===== src/rtl/usb_pkg.sv =====
`default_nettype none
// ============================================================================
// Module      : usb_pkg
// Description : Shared constants and state encoding for the USB bit stuffer.
// Revision    : 1.0 - initial release
// ============================================================================
package usb_pkg;

    localparam int c_STUFF_LEN_DEFAULT = 6;

    typedef enum logic [1:0] {
        IDLE  = 2'd0,
        XFER  = 2'd1,
        STUFF = 2'd2
    } bs_state_t;

endpackage : usb_pkg
`default_nettype wire


===== src/rtl/bit_stuffer.sv =====
`default_nettype none
// ============================================================================
// Module      : bit_stuffer
// Description : Inserts a 0 after STUFF_LEN consecutive 1s in a ready/valid
//               serial bit stream, with a registered output stage.
// Revision    : 1.0 - initial release
// ============================================================================
module bit_stuffer
    import usb_pkg::*;
#(
    parameter int STUFF_LEN = c_STUFF_LEN_DEFAULT
) (
    input  logic clock,
    input  logic reset,
    input  logic in_bit,
    input  logic in_valid,
    output logic bs_ready,
    output logic out_bit,
    output logic out_valid,
    input  logic out_ready
);

    localparam int c_CNT_W = $clog2(STUFF_LEN + 1);

    bs_state_t          r_state;
    bs_state_t          w_next_state;
    logic [c_CNT_W-1:0] r_count;
    logic [c_CNT_W-1:0] w_cnt_inc;
    logic               r_out_bit;
    logic               r_out_valid;
    logic               w_bs_ready;
    logic               w_accept;
    logic               w_load_stuff;
    logic               w_hit_limit;

    always_comb begin
        w_bs_ready   = (r_state != STUFF) && (!r_out_valid || out_ready);
        w_accept     = in_valid && w_bs_ready;
        w_load_stuff = (r_state == STUFF) && (!r_out_valid || out_ready);
        w_cnt_inc    = r_count + c_CNT_W'(1);
        w_hit_limit  = in_bit && (w_cnt_inc == c_CNT_W'(STUFF_LEN));
        w_next_state = r_state;
        case (r_state)
            IDLE: begin
                if (w_accept) begin
                    w_next_state = w_hit_limit ? STUFF : XFER;
                end
            end
            XFER: begin
                if (w_accept) begin
                    w_next_state = w_hit_limit ? STUFF : XFER;
                end else if (w_bs_ready) begin
                    // Upstream gap while we could have accepted: packet over.
                    w_next_state = IDLE;
                end
            end
            STUFF: begin
                if (w_load_stuff) begin
                    w_next_state = XFER;
                end
            end
            default: w_next_state = IDLE;
        endcase
    end

    always_ff @(posedge clock or posedge reset) begin
        if (reset) begin
            r_state     <= IDLE;
            r_count     <= '0;
            r_out_bit   <= 1'b0;
            r_out_valid <= 1'b0;
        end else begin
            r_state <= w_next_state;
            if (w_accept) begin
                r_out_bit   <= in_bit;
                r_out_valid <= 1'b1;
                r_count     <= in_bit ? w_cnt_inc : '0;
            end else if (w_load_stuff) begin
                r_out_bit   <= 1'b0;
                r_out_valid <= 1'b1;
                r_count     <= '0;
            end else begin
                if (out_ready) begin
                    r_out_valid <= 1'b0;
                end
                if (w_next_state == IDLE) begin
                    r_count <= '0;
                end
            end
        end
    end

    assign bs_ready  = w_bs_ready;
    assign out_bit   = r_out_bit;
    assign out_valid = r_out_valid;

endmodule : bit_stuffer
`default_nettype wire


===== config.mk =====
export PLATFORM = sky130hd
export DESIGN_NAME = bit_stuffer
export DESIGN_NICKNAME = d
export VERILOG_FILES = /design/src/rtl/usb_pkg.sv /design/src/rtl/bit_stuffer.sv
export SDC_FILE = /design/constraint.sdc
export NUM_CORES = 1
export LEC_CHECK = 0
export ABC_AREA = 1
export CAP_MARGIN = 25
export CORE_MARGIN = 5
export CORE_UTILIZATION = 30
export DETAILED_ROUTE_END_ITERATION = 8
export GPL_TIMING_DRIVEN = 0
export SLEW_MARGIN = 0
export SYNTH_ARGS = -nofsm -noshare
export SYNTH_HDL_FRONTEND = slang
export SYNTH_SLANG_ARGS = --single-unit

===== constraint.sdc =====
create_clock -name clock -period 2.2 [get_ports clock]
set_input_delay 0.33 -clock clock [delete_from_list [all_inputs] [get_ports clock]]
set_output_delay 0.33 -clock clock [all_outputs]
set_load 0.02 [all_outputs]

## Yosys cells after proc, flatten, opt, wreduce, memory -nomap -nowiden

Index checks and enable logic that the tools add are counted.

| operators by class | value |
|---|---|
| add/sub/neg operators | 1 |
| equal/unequal tests | 4 |
| muxes and demuxes | 15 |
| reduce and logical (&&, ||, !) cells | 11 |

Operators by type and width:

| kind | number |
|---|---|
| $mux W3 | 4 |
| $mux W2 | 5 |
| $pmux W2 S3 | 1 |
| $reduce_bool A3 Y1 | 2 |
| $mux W1 | 5 |
| $logic_and A1 B1 Y1 | 4 |
| $logic_not A2 Y1 | 2 |
| $add A3 B1 Y3 const B | 1 |
| $eq A3 B3 Y1 const B | 1 |
| $eq A2 B1 Y1 const B | 1 |
| $eq A2 B2 Y1 const B | 1 |
| $ne A2 B2 Y1 const B | 1 |
| $reduce_bool A2 Y1 | 1 |
| $logic_not A1 Y1 | 1 |
| $logic_or A1 B1 Y1 | 1 |

| word-level totals | value |
|---|---|
| register bits after elaboration | 7 |
| input port bits | 5 |
| output and inout bits | 3 |
| logic and storage cells | 35 |

## Depth between registers and ports, before layout

| depth | value |
|---|---|
| depth in word-level cells | 10 |
| gate-level depth with buffers | 10 |
| depth with buffers taken out | 10 |

## Worst setup path before layout

No wires, ideal clock.

| timing path | value |
|---|---|
| kind | register to register |
| start | register r_count[0] |
| end | register r_count[0] |
| setup time | 0.118 ns |
| data arrival time | 1.151 ns |
| required time | 2.082 ns |
| slack | 0.931 ns |
| stages on the path, launching flop included | 10 |
| buffers on the path | 0 |
| period minus slack after synthesis | 1.269 ns |
| cell sequence | dfrtp_1 -> ha_1 -> nand2_1 -> nand3_1 -> nor2_1 -> nand2_1 -> nand2_1 -> nand3_2 -> nand3_1 -> nand2_1 |

| between the ends | value |
|---|---|
| cells in the longest elaborated chain, start to end | 8 |
| elaborated cells on any way between the ends | 11 |
| those cells by class | add/sub (1); eq/ne (1); mux (6); reduce/logical (3) |

Ends and longest elaborated chain:

| element | RTL line | RTL |
|---|---|---|
| start, declared | bit_stuffer.sv:27 | `logic [c_CNT_W-1:0] r_count;` |
| start signal, assigned | bit_stuffer.sv:77 | `r_count <= in_bit ? w_cnt_inc : '0;` |
| $add A3 B1 Y3 (*) | bit_stuffer.sv:40 | `w_cnt_inc = r_count + c_CNT_W'(1);` |
| $eq A3 B3 Y1 | bit_stuffer.sv:41 | `w_hit_limit = in_bit && (w_cnt_inc == c_CNT_W'(STUFF_LEN));` |
| $logic_and A1 B1 Y1 | bit_stuffer.sv:41 |  |
| $mux W2 | bit_stuffer.sv:46, bit_stuffer.sv:51 |  |
| $mux W2 (on tied branches) | bit_stuffer.sv:50, bit_stuffer.sv:45 |  |
| $pmux W2 S3 | bit_stuffer.sv:43 | `case (r_state)` |
| $logic_not A2 Y1 | bit_stuffer.sv:86 | `if (w_next_state == IDLE) begin` |
| $reduce_bool A3 Y1 (no line) | n/a |  |

Mark *: on every way between the ends. The rest lies on a longest branch, timed or not.
A chain may end at the register's enable or synchronous reset.

## Final worst setup path

| timing path | value |
|---|---|
| start | input out_ready |
| end | output bs_ready |

| between the ends | value |
|---|---|
| cells in the longest elaborated chain, start to end | 2 |

Ends and longest elaborated chain:

| element | RTL line | RTL |
|---|---|---|
| start, declared | bit_stuffer.sv:20 | `input logic out_ready` |
| $logic_or A1 B1 Y1 | bit_stuffer.sv:37 | `w_bs_ready = (r_state != STUFF) && (!r_out_valid \|\| out_ready);` |
| $logic_and A1 B1 Y1 | bit_stuffer.sv:37 |  |
| end, declared | bit_stuffer.sv:17 | `output logic bs_ready,` |

No other way between the ends.

==> impl_results.md <==
* Status: finished clean
* Syn_area_per_cell at 8.32 um2
* Fin. max-slew vios at 0
* Final setup violation count at 0
* Synth area leader: dfrtp_1
* Core ar. at 0.00132 mm2
* Vias post-DR at 346
* Area contributors post-synth: dfrtp_1, nand2_1, inv_1, nand3_1, ha_1
* First-pass GRT wire length at 1370 um
* Final nets at 70
* Cell count after synthesis at 51
* Fin Clk Skew at 0.00507 ns
* RSZ-0062 raised after global routing: false
* Die height at 47.6 um
* Setup TNS at 0 ns
* Post-synthesis mux area share at 0
* CTS root buffer: clkbuf_4
* Area share of the largest cell type after synthesis at 0.413
* Synthesized cell area at 424 um2
* Tmin final at 2.02 ns
* Crit-path max cell delay at 0.59 ns
* Initial Utilization at 0.322
* Startpoint Class: input port
* Grt ovf at 0
* # resized after CTS at 0
* Die Area at 0.00227 mm2
* Initial DRC Count at 7
* Layout cells sized above 1 at 0.177
* Buffers on Ports at 7
* VDD IR max at 0.318 mV
* Syn nets at 58
* FF-to-FF setup slack at 0.79 ns
* Row count at 13
* Area Overhead vs Synth at 27.1%
* Clock Tree Buf Depth at 2
* Post-DP HPWL at 608 um
* Routed len/inst at 10.1 um
* Initial antenna violation count at 0
* Buffers and inverters on the worst path at 4
* RD Place Congestion at 0.760
* Post-CTS Hold Buffers at 0
* Post-layout util at 0.409
* Post-DP Area at 513 um2
* Clock share of power at 0.348
* CTS tree: yes
* Worst path top cell family by delay: buffers and inverters
* Slew @ Worst Pin at 0.265 ns
* Residual DRC count at 0
* CP Capture Type: output pin
* Hold Crit Class: input port to async pin
* Register area at 175 um2
* CP cell instances: clkdlybuf4s50_1 > inv_1 > nand2_2 > nand2_1 > inv_1 > clkdlybuf4s50_1
* Leading cell type in the layout, fill and taps excluded: nand2_1
* Critical path's slowest cell: clkdlybuf4s50_1
* Clock transition at the registers of the reported paths at 0.05 ns
* Final Hold Vio Count at 0
* MaxCap Viol Count at 0
* N_diodes at 0
* Combinational share of power at 0.213
* Vias per cell at 4.49
* Register area share after synthesis at 0.413
* Simple-gate share of the synthesized area at 0.351
* Synth Area in Compound Gates at 0.0737
* Setup Crit Path Kind: input port to output pin
* Synth Warn # at 0
* Postcts setup bufs at 0
* Die X at 47.6 um
* Internal power at 0.000239 W
* CTS buffer count at 3
* H-tree depth at 1
* Synthesis-stage register bit count at 7
* Data required, critical path at 1.87 ns
* Net Sw Frac at 0.280
* IO Pins at 8
* Design area at 539 um2
* Commonest non-fill, non-tap cells in the layout: nand2_1, inv_1, clkdlybuf4s50_1, dfrtp_1, nand3_1
* Worst-Skew Late Latency at 0.25 ns
* CTS Sinks at 7
* Leakage at 0.281 nW
* Post-route ant nets at 0
* P_sw at 0.0000926 W
* GRT Util Overall at 0.0928
* Distinct cells, synth at 17
* Synthesized-area fraction occupied by adder cells at 0.0590
* Cell Pwr Density at 614 mW/mm2
* Fill cell count at 130
* Max Clock Freq at 494 MHz
* Largest family of logic cells by synthesized area: simple AND/OR/NAND/NOR gates
* Worst path arrival time at 1.69 ns
* DR pass1 iterations at 4
* Crit Path Max Fanout at 5
* Number of global-route vias before repair at 340
* Period utilization at 0.920
* Slew margin rel. at 0.823
* Routed WL at 781 um
* Multi-input logic area at 205 um2
* Seq pwr share at 0.439
* Largest net degree at the start of global routing at 8
* XOR/XNOR Fraction of Synth Area at 0
[sequential cells by signal, summed over array words and instances (netlist names)]
name	cells
r_count	3
r_state	2
out_bit	1
out_valid	1
[final cells by class]
| type | instances | area share |
|---|---|---|
| multi-input cells | 33 | 0.381 |
| well taps | 15 | 0.0348 |
| repair buffers | 7 | 0.130 |
| inverters | 11 | 0.0812 |
| flip-flops and latches | 7 | 0.325 |
| clock buffers | 4 | 0.0487 |
[cells in the mapped netlist]
cell	instances
or2_1	2
inv_2	1
dfrtp_1	7
nand3_1	6
a21oi_1	1
ha_1	2
nand3b_1	1
nand2_2	2
nor2_2	1
nand2_1	13
o21ai_0	1
a31oi_4	1
inv_4	1
nand3_2	1
inv_1	9
nor2_1	1
nand3_4	1
[layer usage]
layer | track usage | share of wire
met2 | 0.139 | 0.41
met1 | 0.105 | 0.49
met5 | 0 | 0
met4 | 0.0806 | 0.032
met3 | 0.0301 | 0.063
[power by group through the flow]
stage	combinational [W]	sequential, W	clock [W]
2_1_floorplan	0.0000384	0.000153	0
3_3_place_gp	0.0000711	0.000147	0
3_5_place_dp	0.0000713	0.000148	0
4_1_cts	0.0000719	0.000146	0.000121
5_1_grt	0.0000774	0.000147	0.000130
6_report	0.0000706	0.000145	0.000115
[worst reg2reg max path, delay by kind of cell, from the launching register on]
family	cells	cell delay, ns
DFF	1	0.40
adders and majority gates	1	0.23
and+or+nand+nor	8	0.67
[logic make-up (layout without fill, tap and decap cells)]
family                     count (synthesis)  count (layout)
buffers and inverters                     11              22
adders and majority gates                  2               2
and+or+nand+nor                           28              28
AOI/OAI and AO/OA                          3               3
DFF                                        7               7
[per-stage QoR]
stage / setup WS, ns / power [W] / instances / hold WS, ns
after detailed placement: 0.199 / 0.000219 / 73 / 0.464
after CTS: 0.178 / 0.000338 / 77 / 0.309
after global placement: 0.198 / 0.000218 / 73 / 0.463
after global routing: 0.138 / 0.000354 / 77 / 0.316
after floorplan: 0.931 / 0.000191 / 51 / 0.133
final: 0.176 / 0.000331 / 77 / 0.302
[path summary, 6_finish.rpt]
path,startpoint,end,depth (start not counted)
max reg2reg,r_count[0]$_DFFE_PP0P_,r_count[2]$_DFFE_PP0P_,9
max in group asynchronous,reset,r_count[2]$_DFFE_PP0P_,2
min in group clock,out_bit$_DFFE_PP0P_,out_bit$_DFFE_PP0P_,2
min reg2reg,out_bit$_DFFE_PP0P_,out_bit$_DFFE_PP0P_,2
min,reset,r_state[0]$_DFF_PP0_,2
max,out_ready,bs_ready,6
Note: power is estimated with default switching activity, not from simulation.
